### src/rtl/dmem_arb_pkg.sv
// dmem_arb_pkg
//   Shared definitions for the data-memory arbiter: FSM state encoding,
//   port identifiers and the supported memory read-latency range.
package dmem_arb_pkg;

  typedef enum logic {
    IDLE    = 1'b0,
    RD_WAIT = 1'b1
  } arb_state_t;

  localparam logic PORT_CORE = 1'b0;
  localparam logic PORT_LDR  = 1'b1;

  localparam int MEM_LAT_MIN = 1;
  localparam int MEM_LAT_MAX = 4;

  // Wide enough to hold MEM_LAT_MAX.
  localparam int LAT_W = 3;

  // Pins a requested latency into the supported range.
  function automatic int clamp_lat(input int lat);
    if (lat < MEM_LAT_MIN) return MEM_LAT_MIN;
    if (lat > MEM_LAT_MAX) return MEM_LAT_MAX;
    return lat;
  endfunction

endpackage

### src/rtl/dmem_arb_pick.sv
// dmem_arb_pick
//   Combinational winner selection between the core and loader ports.
//   On a tie, the port that was NOT granted last wins. Tying `last` to
//   PORT_CORE gives fixed loader-over-core priority.
// Ports:
//   c_req  - core request
//   l_req  - loader request
//   last   - port granted most recently (PORT_CORE / PORT_LDR)
//   win    - one-hot winner: win[0] = core, win[1] = loader
module dmem_arb_pick
  import dmem_arb_pkg::*;
(
  input  logic       c_req,
  input  logic       l_req,
  input  logic       last,
  output logic [1:0] win
);

  assign win[0] = c_req & (~l_req | (last == PORT_LDR));
  assign win[1] = l_req & (~c_req | (last == PORT_CORE));

endmodule

### src/rtl/dmem_arbiter.sv
// dmem_arbiter
//   Shares one single-port data memory between the MIPS core data port and
//   a loader/debug port. One access is issued per cycle; reads are tracked
//   until their data returns MEM_LAT cycles later and routed to their owner.
//
//   Build option: define DMEM_ARB_RR_EN for round-robin arbitration;
//   otherwise the loader has fixed priority over the core.
//
// Ports:
//   i_clk, i_rst_n            - clock, synchronous active-low reset
//   i_c_* / o_c_*             - core port: req, wen, addr, wdata / gnt, rvalid, rdata
//   i_l_* / o_l_*             - loader port, same meanings
//   o_m_en, o_m_wen,
//   o_m_addr, o_m_wdata       - memory command (all zero when o_m_en = 0)
//   i_m_rdata                 - memory read data, valid MEM_LAT cycles after a read
//
// state   | meaning
// --------+-------------------------------------------------------------
// IDLE    | no read outstanding; any request may be granted
// RD_WAIT | read outstanding; lat_cnt counts down to the data-return cycle,
//         | where a new grant may be issued back-to-back
module dmem_arbiter
  import dmem_arb_pkg::*;
#(
  parameter int AW      = 32,
  parameter int DW      = 32,
  parameter int MEM_LAT = 1
) (
  input  logic          i_clk,
  input  logic          i_rst_n,

  input  logic          i_c_req,
  input  logic          i_c_wen,
  input  logic [AW-1:0] i_c_addr,
  input  logic [DW-1:0] i_c_wdata,
  output logic          o_c_gnt,
  output logic          o_c_rvalid,
  output logic [DW-1:0] o_c_rdata,

  input  logic          i_l_req,
  input  logic          i_l_wen,
  input  logic [AW-1:0] i_l_addr,
  input  logic [DW-1:0] i_l_wdata,
  output logic          o_l_gnt,
  output logic          o_l_rvalid,
  output logic [DW-1:0] o_l_rdata,

  output logic          o_m_en,
  output logic          o_m_wen,
  output logic [AW-1:0] o_m_addr,
  output logic [DW-1:0] o_m_wdata,
  input  logic [DW-1:0] i_m_rdata
);

  localparam int LAT = clamp_lat(MEM_LAT);

  arb_state_t       state;
  logic [LAT_W-1:0] lat_cnt;
  logic             rd_owner;
  logic             rr_last;

  logic             lat_last;
  logic             gnt_ok;
  logic [1:0]       win;
  logic             gnt_c;
  logic             gnt_l;
  logic             rd_grant;

  // Data-return cycle of the outstanding read.
  assign lat_last = (state == RD_WAIT) && (lat_cnt == LAT_W'(1));

  // Grants and rvalid are held off while reset is asserted so the block is
  // silent for the whole reset cycle, not just after it.
  assign gnt_ok = i_rst_n && ((state == IDLE) || lat_last);

  dmem_arb_pick u_pick (
    .c_req (i_c_req),
    .l_req (i_l_req),
    .last  (rr_last),
    .win   (win)
  );

  assign gnt_c    = gnt_ok & win[0];
  assign gnt_l    = gnt_ok & win[1];
  assign rd_grant = (gnt_c & ~i_c_wen) | (gnt_l & ~i_l_wen);

  assign o_c_gnt = gnt_c;
  assign o_l_gnt = gnt_l;

  assign o_c_rvalid = i_rst_n & lat_last & (rd_owner == PORT_CORE);
  assign o_l_rvalid = i_rst_n & lat_last & (rd_owner == PORT_LDR);
  assign o_c_rdata  = o_c_rvalid ? i_m_rdata : '0;
  assign o_l_rdata  = o_l_rvalid ? i_m_rdata : '0;

  always_comb begin
    o_m_en    = gnt_c | gnt_l;
    o_m_wen   = 1'b0;
    o_m_addr  = '0;
    o_m_wdata = '0;
    if (gnt_l) begin
      o_m_wen   = i_l_wen;
      o_m_addr  = i_l_addr;
      o_m_wdata = i_l_wdata;
    end else if (gnt_c) begin
      o_m_wen   = i_c_wen;
      o_m_addr  = i_c_addr;
      o_m_wdata = i_c_wdata;
    end
  end

  always_ff @(posedge i_clk) begin
    if (!i_rst_n) begin
      state    <= IDLE;
      lat_cnt  <= '0;
      rd_owner <= PORT_CORE;
    end else begin
      if (state == RD_WAIT) begin
        lat_cnt <= lat_cnt - LAT_W'(1);
        if (lat_last) state <= IDLE;
      end
      // A read granted in the data-return cycle overrides the return to IDLE.
      if (rd_grant) begin
        state    <= RD_WAIT;
        lat_cnt  <= LAT_W'(LAT);
        rd_owner <= gnt_l ? PORT_LDR : PORT_CORE;
      end
    end
  end

`ifdef DMEM_ARB_RR_EN
  always_ff @(posedge i_clk) begin
    if (!i_rst_n) begin
      rr_last <= PORT_CORE;
    end else if (gnt_l) begin
      rr_last <= PORT_LDR;
    end else if (gnt_c) begin
      rr_last <= PORT_CORE;
    end
  end
`else
  assign rr_last = PORT_CORE;
`endif

endmodule

### config.mk
export PLATFORM = sky130hd
export DESIGN_NAME = dmem_arbiter
export DESIGN_NICKNAME = d
export VERILOG_FILES = /design/src/rtl/dmem_arb_pkg.sv /design/src/rtl/dmem_arb_pick.sv /design/src/rtl/dmem_arbiter.sv
export SDC_FILE = /design/constraint.sdc
export NUM_CORES = 1
export LEC_CHECK = 0
export BUFFER_PORTS_ARGS = -buffer_cell sky130_fd_sc_hd__buf_2
export CAP_MARGIN = 25
export CORE_AREA = 2 2 117 119
export CTS_CLUSTER_DIAMETER = 50
export DETAILED_ROUTE_END_ITERATION = 6
export DIE_AREA = 0 0 119 121
export GPL_TIMING_DRIVEN = 0
export SKIP_CTS_REPAIR_TIMING = 1
export SLEW_MARGIN = 10
export SYNTH_ARGS = -nofsm -noshare
export SYNTH_HDL_FRONTEND = slang
export SYNTH_SLANG_ARGS = --single-unit
export TNS_END_PERCENT = 50
### constraint.sdc
create_clock -name i_clk -period 2 [get_ports i_clk]
set_input_delay 0.5 -clock i_clk [delete_from_list [all_inputs] [get_ports i_clk]]
set_output_delay 0.5 -clock i_clk [all_outputs]
set_load 0.03 [all_outputs]
==> flow_summary_export.csv, run 1 <==
group,metric,value,unit
outcome,status,"finished with violations",
outcome,violations,"negative setup slack",
clocking,cts_buffers,3,
placement,routabilityCongestion,0.760,
grt,grt_max_degree,11,
timing,slew_headroom,0.752,
detailed_routing,remaining_drc_errors,0,
die,ios,300,
detailed_routing,dr.first_iter.drc_count,44,
power,seqPwrFrac,0.081,
timing,report.final.setup_viol,134,
timing,finalWorstSetupSlack,-0.536,ns
worst_setup_path,cp.required,1.50,ns
grt,grt_util_met1,0.138,
synthesis,yosys_warnings,0,
clocking,path_clk_slew,0.03,ns
clocking,cts_htree_levels,1,
synthesis,avgSynthCellArea,7.50,um^2
timing,final.setup_skew,0.00165,ns
min_path,holdCritPathClass,"flop to flop",
grt,gr-usage-met3,0.0146,
power,power_frac_clock,0.219,
grt,antenna_found_initial,0,
job,drv_cap,0,
worst_setup_path,crit_family,"buffers and inverters",
detailed_routing,viasPerCell,4.05,
final_layout,utilization,0.367,
detailed_routing,wl_per_cell,14.6,um
timing,drv_slew,0,
worst_setup_path,worst_setup_path_end_kind,"primary output",
power,p_sw_frac,0.396,
clocking,clock_sinks,5,
worst_setup_path,slowest_stage,"a2111oi_4",
grt,track_usage,0.106,
grt,grt_pass1_vias,2370,
timing,rsz0062_at_grt,"true",
synthesis,ys_ff_latch,5,
worst_setup_path,worst-path-buf-inv,5,
worst_setup_path,cp_common_cell,"buf_6",
die,die_h,121,um
worst_setup_path,arrival,2.04,ns
worst_setup_path,cp_max_fo,10,
final_layout,drive_gt1_frac,0.935,
power,power_leakage,2.58,nW
power,finalPower,1.49,mW
clocking,clk_latency,0.23,ns
die,dieWidth,119,um
synthesis,synthCells,186,
synthesis,syn_area,0.00140,mm^2
clocking,clock_tree.root_cell,"clkbuf_16",
synthesis,yosysSeqAreaShare,0.0717,
timing,fin_crit,2.54,ns
detailed_routing,num_vias,2776,
detailed_routing,drt-total-wl,9.99,mm
final_layout,area_delta_synth_final,244,%
die,rows,42,
grt,gr-max-usage-layer,"met2",
worst_setup_path,slowest_delay,0.44,ns
final_layout,fin_nets,678,
timing,final.period_utilization,1.27,
grt,use_met2,0.189,
final_layout,diodes,0,
detailed_routing,drtAntennaViolNets,0,
detailed_routing,drtPass1Iterations,4,
clocking,cts_tree,"done",
die,initial_core_util,0.107,
power,p_per_area,311,mW/mm^2
grt,grt-ovfl-total,0,
clocking,clock_path_buffers,2,
timing,max_freq,0.394,GHz
placement,portBuffers,299,
power,p_switching,0.593,mW
timing,worst_pin_slew,0.372,ns
power,p_int,0.902,mW
die,core-area,0.0131,mm^2
synthesis,syn_nets,354,
power,pwr-share-comb,0.699,
worst_setup_path,crit_type,"flop to primary output",
power,peakVddDrop,0.000286,V
worst_setup_path,path_cells,"inv_2 -> ha_4 -> nand2b_1 -> buf_6 -> a2111oi_4 -> buf_6 -> buf_8 -> a22o_4 -> clkbuf_4",
timing,hold_viol_final,0,
die,dieArea,0.0144,mm^2
placement,hpwl,7.72,mm
worst_setup_path,worst_setup_path_start_kind,"flop",
grt,grt_pass1_wl,12.5,mm
synthesis,ys_types,25,
## stage by stage
stage,setup WS [ns],cell area [um^2],hold slack [ns],cells,setup TNS (ns)
finish,-0.536,4800,0.510,685,-49.48
global route,-0.575,4800,0.560,685,-57.25
CTS,-0.766,3590,0.499,667,-76.18
detailed placement,-0.523,3510,0.492,663,-49.07
global placement,-0.864,3500,0.482,661,-76.81
floorplan,-0.0526,1780,0.454,186,-3.93
## registers in the layout (all words and copies together), names as in the netlist
| signal | cells |
|---|---|
| rd_owner | 1 |
| lat_cnt | 3 |
| state | 1 |
## layout by cell type (no fill, tap or decap), types with 2 or more instances in the layout
master     Yosys  final
a22o_1        65      6
a22o_2         0     22
a22o_4         0     37
and2_1        64      3
and2_2         0     19
and2_4         0     42
buf_12         0      4
buf_2          9    166
buf_4          3     31
buf_6          1    115
buf_8          0      7
clkbuf_16      0      4
clkbuf_4       0     16
dfxtp_1        5      2
dfxtp_2        0      3
inv_1          6      5
nand2_1        3      2
nand2b_1       2      2
nor3_4         0      2
xor2_1         2      2
## power groups by stage
| stage | clock network, mW | registers [mW] | logic [mW] |
|---|---|---|---|
| after floorplan | 0 | 0.120 | 0.504 |
| final | 0.328 | 0.122 | 1.05 |
| after global routing | 0.345 | 0.123 | 1.10 |
| after global placement | 0 | 0.121 | 0.821 |
| after detailed placement | 0 | 0.122 | 0.826 |
| after CTS | 0.336 | 0.120 | 0.829 |
## Yosys cell counts (all sizes together)
| cell | n | share of area |
|---|---|---|
| xor2 | 2 | 0.013 |
| a22o | 65 | 0.41 |
| ha | 2 | 0.018 |
| nor3 | 3 | 0.011 |
| dfxtp | 5 | 0.072 |
| clkbuf | 9 | 0.024 |
| a2111oi | 2 | 0.026 |
| nand2 | 3 | 0.0081 |
| a22oi | 1 | 0.0054 |
| buf | 13 | 0.056 |
| or2 | 1 | 0.0045 |
| a21oi | 1 | 0.0036 |
| a21o | 1 | 0.0054 |
| a211oi | 2 | 0.014 |
| and2 | 64 | 0.29 |
| a31oi | 1 | 0.0045 |
| or3b | 1 | 0.0063 |
| inv | 6 | 0.016 |
| o21a | 1 | 0.0054 |
| nand2b | 2 | 0.0090 |
| nor2 | 1 | 0.0027 |
## layer usage
layer,up-vias,share of wire
li1,1333,-
met1,1279,0.37
met2,150,0.55
met3,14,0.070
met4,0,0.013
met5,-,0
## final timing paths
kind | startpoint | endpoint | slack [ns] | cells past startpoint
worst max-delay path | lat_cnt[1]$_SDFFE_PP0P_ | o_m_wdata[18] | -0.54 | 9
worst min register to register | lat_cnt[1]$_SDFFE_PP0P_ | lat_cnt[1]$_SDFFE_PP0P_ | 0.51 | 2
worst max register to register | lat_cnt[1]$_SDFFE_PP0P_ | lat_cnt[1]$_SDFFE_PP0P_ | 0.69 | 6
worst min-delay path | lat_cnt[1]$_SDFFE_PP0P_ | lat_cnt[1]$_SDFFE_PP0P_ | 0.51 | 2
## worst register-to-register path: stages, from the launching register on
cell and delay, ns:
dfxtp_2 0.32, inv_2 0.05, ha_4 0.14, nand2b_1 0.07, buf_6 0.13, a22oi_1 0.12
a2111oi_0 0.36
## cells by family after synthesis
logic type,Yosys count,share of synthesized area
flip-flops,5,0.0718
AO/OA/AOI/OAI,74,0.473
XOR/XNOR,2,0.0126
adder cells (fa/ha/maj),2,0.0179
AND/OR/NAND/NOR,75,0.328
buffers and inverters,28,0.0969
## cell type report
type | instances | area (um^2)
Fill cell | 1322 | 8280
Timing Repair Buffer | 319 | 2430
Multi-Input combinational cell | 153 | 1690
Buffer | 22 | 264
Tap cell | 176 | 220
Sequential cell | 5 | 104
Clock buffer | 4 | 78.8
Inverter | 6 | 22.5
No activity file was read; power rests on OpenSTA's default activity.
==> inputs of run 2 (changes only) <==
BUFFER_PORTS_ARGS = -buffer_cell sky130_fd_sc_hd__buf_4   (was -buffer_cell sky130_fd_sc_hd__buf_2)
==> flow_summary_export.csv, run 2 (synthesized netlist as in run 1, its figures left out) <==
group,metric,value,unit
worst_setup_path,cp.required,1.50,ns
grt,track_usage,0.114,
timing,fin_crit,2.48,ns
outcome,violations,"negative setup slack",
power,peakVddDrop,0.000205,V
detailed_routing,wl_per_cell,15.3,um
timing,max_freq,0.403,GHz
outcome,status,"finished with violations",
grt,grt_pass1_wl,13.4,mm
placement,place_area,0.00425,mm^2
worst_setup_path,worst_setup_path_end_kind,"primary output",
timing,fin_tns_setup,-46.37,ns
detailed_routing,remaining_drc_errors,0,
grt,grt_max_degree,11,
clocking,clock_path_buffers,2,
final_layout,regMostFlops,"lat_cnt",
die,rows,42,
clocking,cts_tree,"done",
final_layout,mostFrequentLayoutCells,"buf_4, buf_6, and2_4",
timing,final.period_utilization,1.24,
power,power_leakage,2.71,nW
final_layout,fin_nets,675,
power,p_per_area,305,mW/mm^2
timing,report.final.setup_viol,134,
final_layout,design_area,0.00524,mm^2
detailed_routing,viasPerCell,4.11,
clocking,cts_buffers,3,
job,drv_cap,0,
final_layout,area_delta_synth_final,276,%
placement,routabilityCongestion,0.732,
final_layout,instances_no_fill,682,
grt,grt_pass1_vias,2683,
die,dieWidth,119,um
min_path,holdCritPathClass,"input port to flop",
die,dieArea,0.0144,mm^2
die,initial_core_util,0.107,
timing,drv_slew,0,
clocking,clock_sinks,5,
clocking,path_clk_slew,0.03,ns
detailed_routing,drt-total-wl,10.4,mm
timing,worst_pin_slew,0.350,ns
final_layout,drive_gt1_frac,0.933,
timing,hold_viol_final,0,
die,core-area,0.0131,mm^2
timing,rsz0062_at_grt,"true",
detailed_routing,dr.first_iter.drc_count,41,
final_layout,diodes,0,
detailed_routing,num_vias,2803,
final_layout,reg.largest.list,"lat_cnt (3), rd_owner (1), state (1)",
grt,antenna_found_initial,0,
worst_setup_path,cp_max_fo,7,
grt,grt-ovfl-total,0,
clocking,cts_htree_levels,1,
placement,portBuffers,299,
final_layout,largest_register_ffs,3,
timing,final.setup_skew,0.000983,ns
timing,finalWorstSetupSlack,-0.479,ns
placement,hpwl,8.35,mm
detailed_routing,drtPass1Iterations,4,
die,die_h,121,um
worst_setup_path,worst_setup_path_start_kind,"flop",
placement,place_inst,661,
clocking,clock_tree.root_cell,"clkbuf_16",
detailed_routing,drtAntennaViolNets,0,
die,ios,300,
final_layout,final_common_cell,"buf_4",
worst_setup_path,crit_type,"flop to primary output",
worst_setup_path,arrival,1.98,ns
clocking,clk_latency,0.23,ns
timing,slew_headroom,0.767,
## run 2: power by group
group / internal, mW / switching, mW
logic: 0.625 / 0.520
registers: 0.112 / 0.00973
clock network: 0.264 / 0.0650
total: 1.00 / 0.595
## run 2: cell type report
class	count	area (um^2)
buffer	21	262
clock buffer	4	78.8
fill	1313	7850
inverter	6	22.5
multi-input combinational	153	1650
sequential	5	104
tap	176	220
timing repair buffer	317	2900
## run 2: per-layer routing
metal	routed length (um)	vias to the layer above	GRT usage
li1	-	1330	-
met2	5930	137	0.224
met5	0	-	0
met4	75	0	0.0164
met1	3760	1329	0.132
met3	653	7	0.0179
## run 2: path summary, 6_finish.rpt
path                                              start                 endpoint  slack (ns)  cells past startpoint
worst min-delay path                            i_rst_n  lat_cnt[0]$_SDFFE_PN0P_        0.51                      2
worst max-delay path            lat_cnt[0]$_SDFFE_PN0P_             o_m_addr[31]       -0.48                      8
worst min register to register  lat_cnt[1]$_SDFFE_PP0P_  lat_cnt[1]$_SDFFE_PP0P_        0.53                      2
worst max register to register  lat_cnt[1]$_SDFFE_PP0P_  lat_cnt[1]$_SDFFE_PP0P_        0.71                      6
## run 2: metrics by stage
step	util	total power [mW]	worst slack, ns	hold WS (ns)
after detailed placement	0.324	1.11	-0.762	0.473
after CTS	0.330	1.44	-1.00	0.481
final	0.400	1.60	-0.479	0.509
after floorplan	-	0.624	-0.0526	0.454
after global routing	0.400	1.67	-0.561	0.527
after global placement	0.324	1.09	-0.737	0.478
## run 2: worst max-delay path, cell delays in order (launching register included)
cell	delay, ns
dfxtp_2	0.36
ha_4	0.15
nand2b_4	0.05
buf_8	0.13
a2111oi_4	0.42
buf_6	0.22
buf_4	0.14
a22o_1	0.14
buf_6	0.13
==> inputs of run 3 (changes only) <==
SKIP_LAST_GASP = 1   (was default)
==> flow_summary_export.csv, run 3 (synthesized netlist as in run 1, its figures left out) <==
group,metric,value,unit
outcome,status,"finished with violations",
outcome,violations,"negative setup slack",
final_layout,instances_no_fill,682,
timing,hold_viol_final,0,
detailed_routing,drtPass1Iterations,4,
detailed_routing,drtAntennaViolNets,0,
grt,antenna_found_initial,0,
die,rows,42,
final_layout,largest_register_ffs,3,
detailed_routing,viasPerCell,4.13,
die,initial_core_util,0.107,
clocking,clock_path_buffers,2,
power,p_per_area,306,mW/mm^2
min_path,holdCritPathClass,"input port to flop",
detailed_routing,dr.first_iter.drc_count,50,
worst_setup_path,worst_setup_path_start_kind,"flop",
power,peakVddDrop,0.000203,V
job,drv_cap,0,
power,seqPwrFrac,0.079,
grt,grt_pass1_vias,2683,
detailed_routing,remaining_drc_errors,0,
timing,fin_tns_setup,-47.36,ns
power,pwr-share-comb,0.707,
die,die_h,121,um
clocking,cts_htree_levels,1,
grt,grt_max_degree,11,
detailed_routing,drt-total-wl,10.2,mm
clocking,cts_tree,"done",
clocking,clock_tree.root_cell,"clkbuf_16",
final_layout,reg.largest.list,"lat_cnt (3), rd_owner (1), state (1)",
grt,track_usage,0.114,
timing,drv_slew,0,
timing,slew_headroom,0.767,
clocking,path_clk_slew,0.03,ns
timing,fin_crit,2.48,ns
power,p_switching,0.577,mW
worst_setup_path,cp.required,1.50,ns
timing,worst_pin_slew,0.350,ns
timing,rsz0062_at_grt,"true",
die,dieWidth,119,um
final_layout,mostFrequentLayoutCells,"buf_4, buf_6, and2_4",
die,ios,300,
worst_setup_path,path_cells,"ha_4 -> nand2b_4 -> buf_8 -> a2111oi_4 -> buf_6 -> buf_12 -> a22o_4 -> buf_4",
power,p_int,0.955,mW
timing,report.final.setup_viol,134,
grt,grt_pass1_wl,13.4,mm
final_layout,drive_gt1_frac,0.921,
final_layout,seq_area,104,um^2
grt,grt-ovfl-total,0,
clocking,clock_sinks,5,
clocking,cts_buffers,3,
worst_setup_path,crit_type,"flop to primary output",
worst_setup_path,arrival,1.98,ns
die,core-area,0.0131,mm^2
final_layout,final_common_cell,"buf_4",
detailed_routing,wl_per_cell,15.0,um
timing,final.setup_skew,0.000957,ns
worst_setup_path,worst-path-buf-inv,4,
final_layout,nFillCells,1317,
worst_setup_path,slowest_stage,"a2111oi_4",
worst_setup_path,slowest_delay,0.42,ns
power,power_frac_clock,0.213,
detailed_routing,num_vias,2815,
placement,hpwl,8.35,mm
placement,portBuffers,299,
timing,finalWorstSetupSlack,-0.481,ns
final_layout,multi_input_area,0.00162,mm^2
final_layout,fin_nets,675,
timing,max_freq,0.403,GHz
power,p_sw_frac,0.376,
placement,place_ws,-0.762,ns
placement,place_inst,661,
final_layout,diodes,0,
clocking,clk_latency,0.23,ns
worst_setup_path,cp_max_fo,10,
die,dieArea,0.0144,mm^2
worst_setup_path,worst_setup_path_end_kind,"primary output",
power,power_leakage,2.65,nW
placement,routabilityCongestion,0.732,
final_layout,regMostFlops,"lat_cnt",
power,finalPower,1.53,mW
timing,final.period_utilization,1.24,
final_layout,area_delta_synth_final,259,%
worst_setup_path,crit_family,"buffers and inverters",
==> run 3: worst paths after layout <==
kind	startpoint	cells past startpoint	slack, ns	end
worst max-delay path	lat_cnt[0]$_SDFFE_PN0P_	8	-0.48	o_m_wdata[1]
worst min-delay path	i_rst_n	2	0.51	lat_cnt[0]$_SDFFE_PN0P_
worst max register to register	lat_cnt[1]$_SDFFE_PP0P_	6	0.71	lat_cnt[1]$_SDFFE_PP0P_
worst min register to register	lat_cnt[1]$_SDFFE_PP0P_	2	0.53	lat_cnt[1]$_SDFFE_PP0P_
==> run 3: stage by stage <==
stage                     hold WS, ns  utilization  area, um^2
after floorplan                 0.454            -        1780
after global placement          0.478        0.324        4250
after detailed placement        0.473        0.324        4250
after CTS                       0.481        0.330        4320
after global routing            0.527        0.382        5000
final                           0.511        0.382        5000
==> run 3: area by class of cell <==
type	instances	share of cell area
plain buffers	21	0.0508
clock buffers	4	0.0158
inverters	6	0.00450
multi-input cells	153	0.324
flip-flops and latches	5	0.0208
well taps	176	0.0440
repair buffers	317	0.541
==> run 3: worst reg2reg max path, delay by kind of cell, from the launching register on <==
| kind | cells | cell delay, ns |
|---|---|---|
| buffers and inverters | 2 | 0.17 |
| flip-flops | 1 | 0.32 |
| AND/OR/NAND/NOR | 1 | 0.06 |
| adder cells (fa/ha/maj) | 1 | 0.15 |
| AO/OA/AOI/OAI | 2 | 0.47 |
==> run 3: power by group through the flow <==
| stage | registers [mW] | clock network [mW] | logic, mW |
|---|---|---|---|
| floorplan | 0.120 | 0 | 0.504 |
| global placement | 0.121 | 0 | 0.972 |
| detailed placement | 0.121 | 0 | 0.984 |
| CTS | 0.120 | 0.333 | 0.987 |
| global route | 0.123 | 0.344 | 1.14 |
| finish | 0.122 | 0.327 | 1.08 |
==> run 3: layer usage <==
| layer | up-vias | wire length [um] | share of wire | track usage |
|---|---|---|---|---|
| li1 | 1330 | - | - | - |
| met1 | 1329 | 3730 | 0.36 | 0.132 |
| met2 | 150 | 5800 | 0.57 | 0.224 |
| met3 | 6 | 651 | 0.064 | 0.0179 |
| met4 | 0 | 51 | 0.0050 | 0.0164 |
| met5 | - | 0 | 0 | 0 |
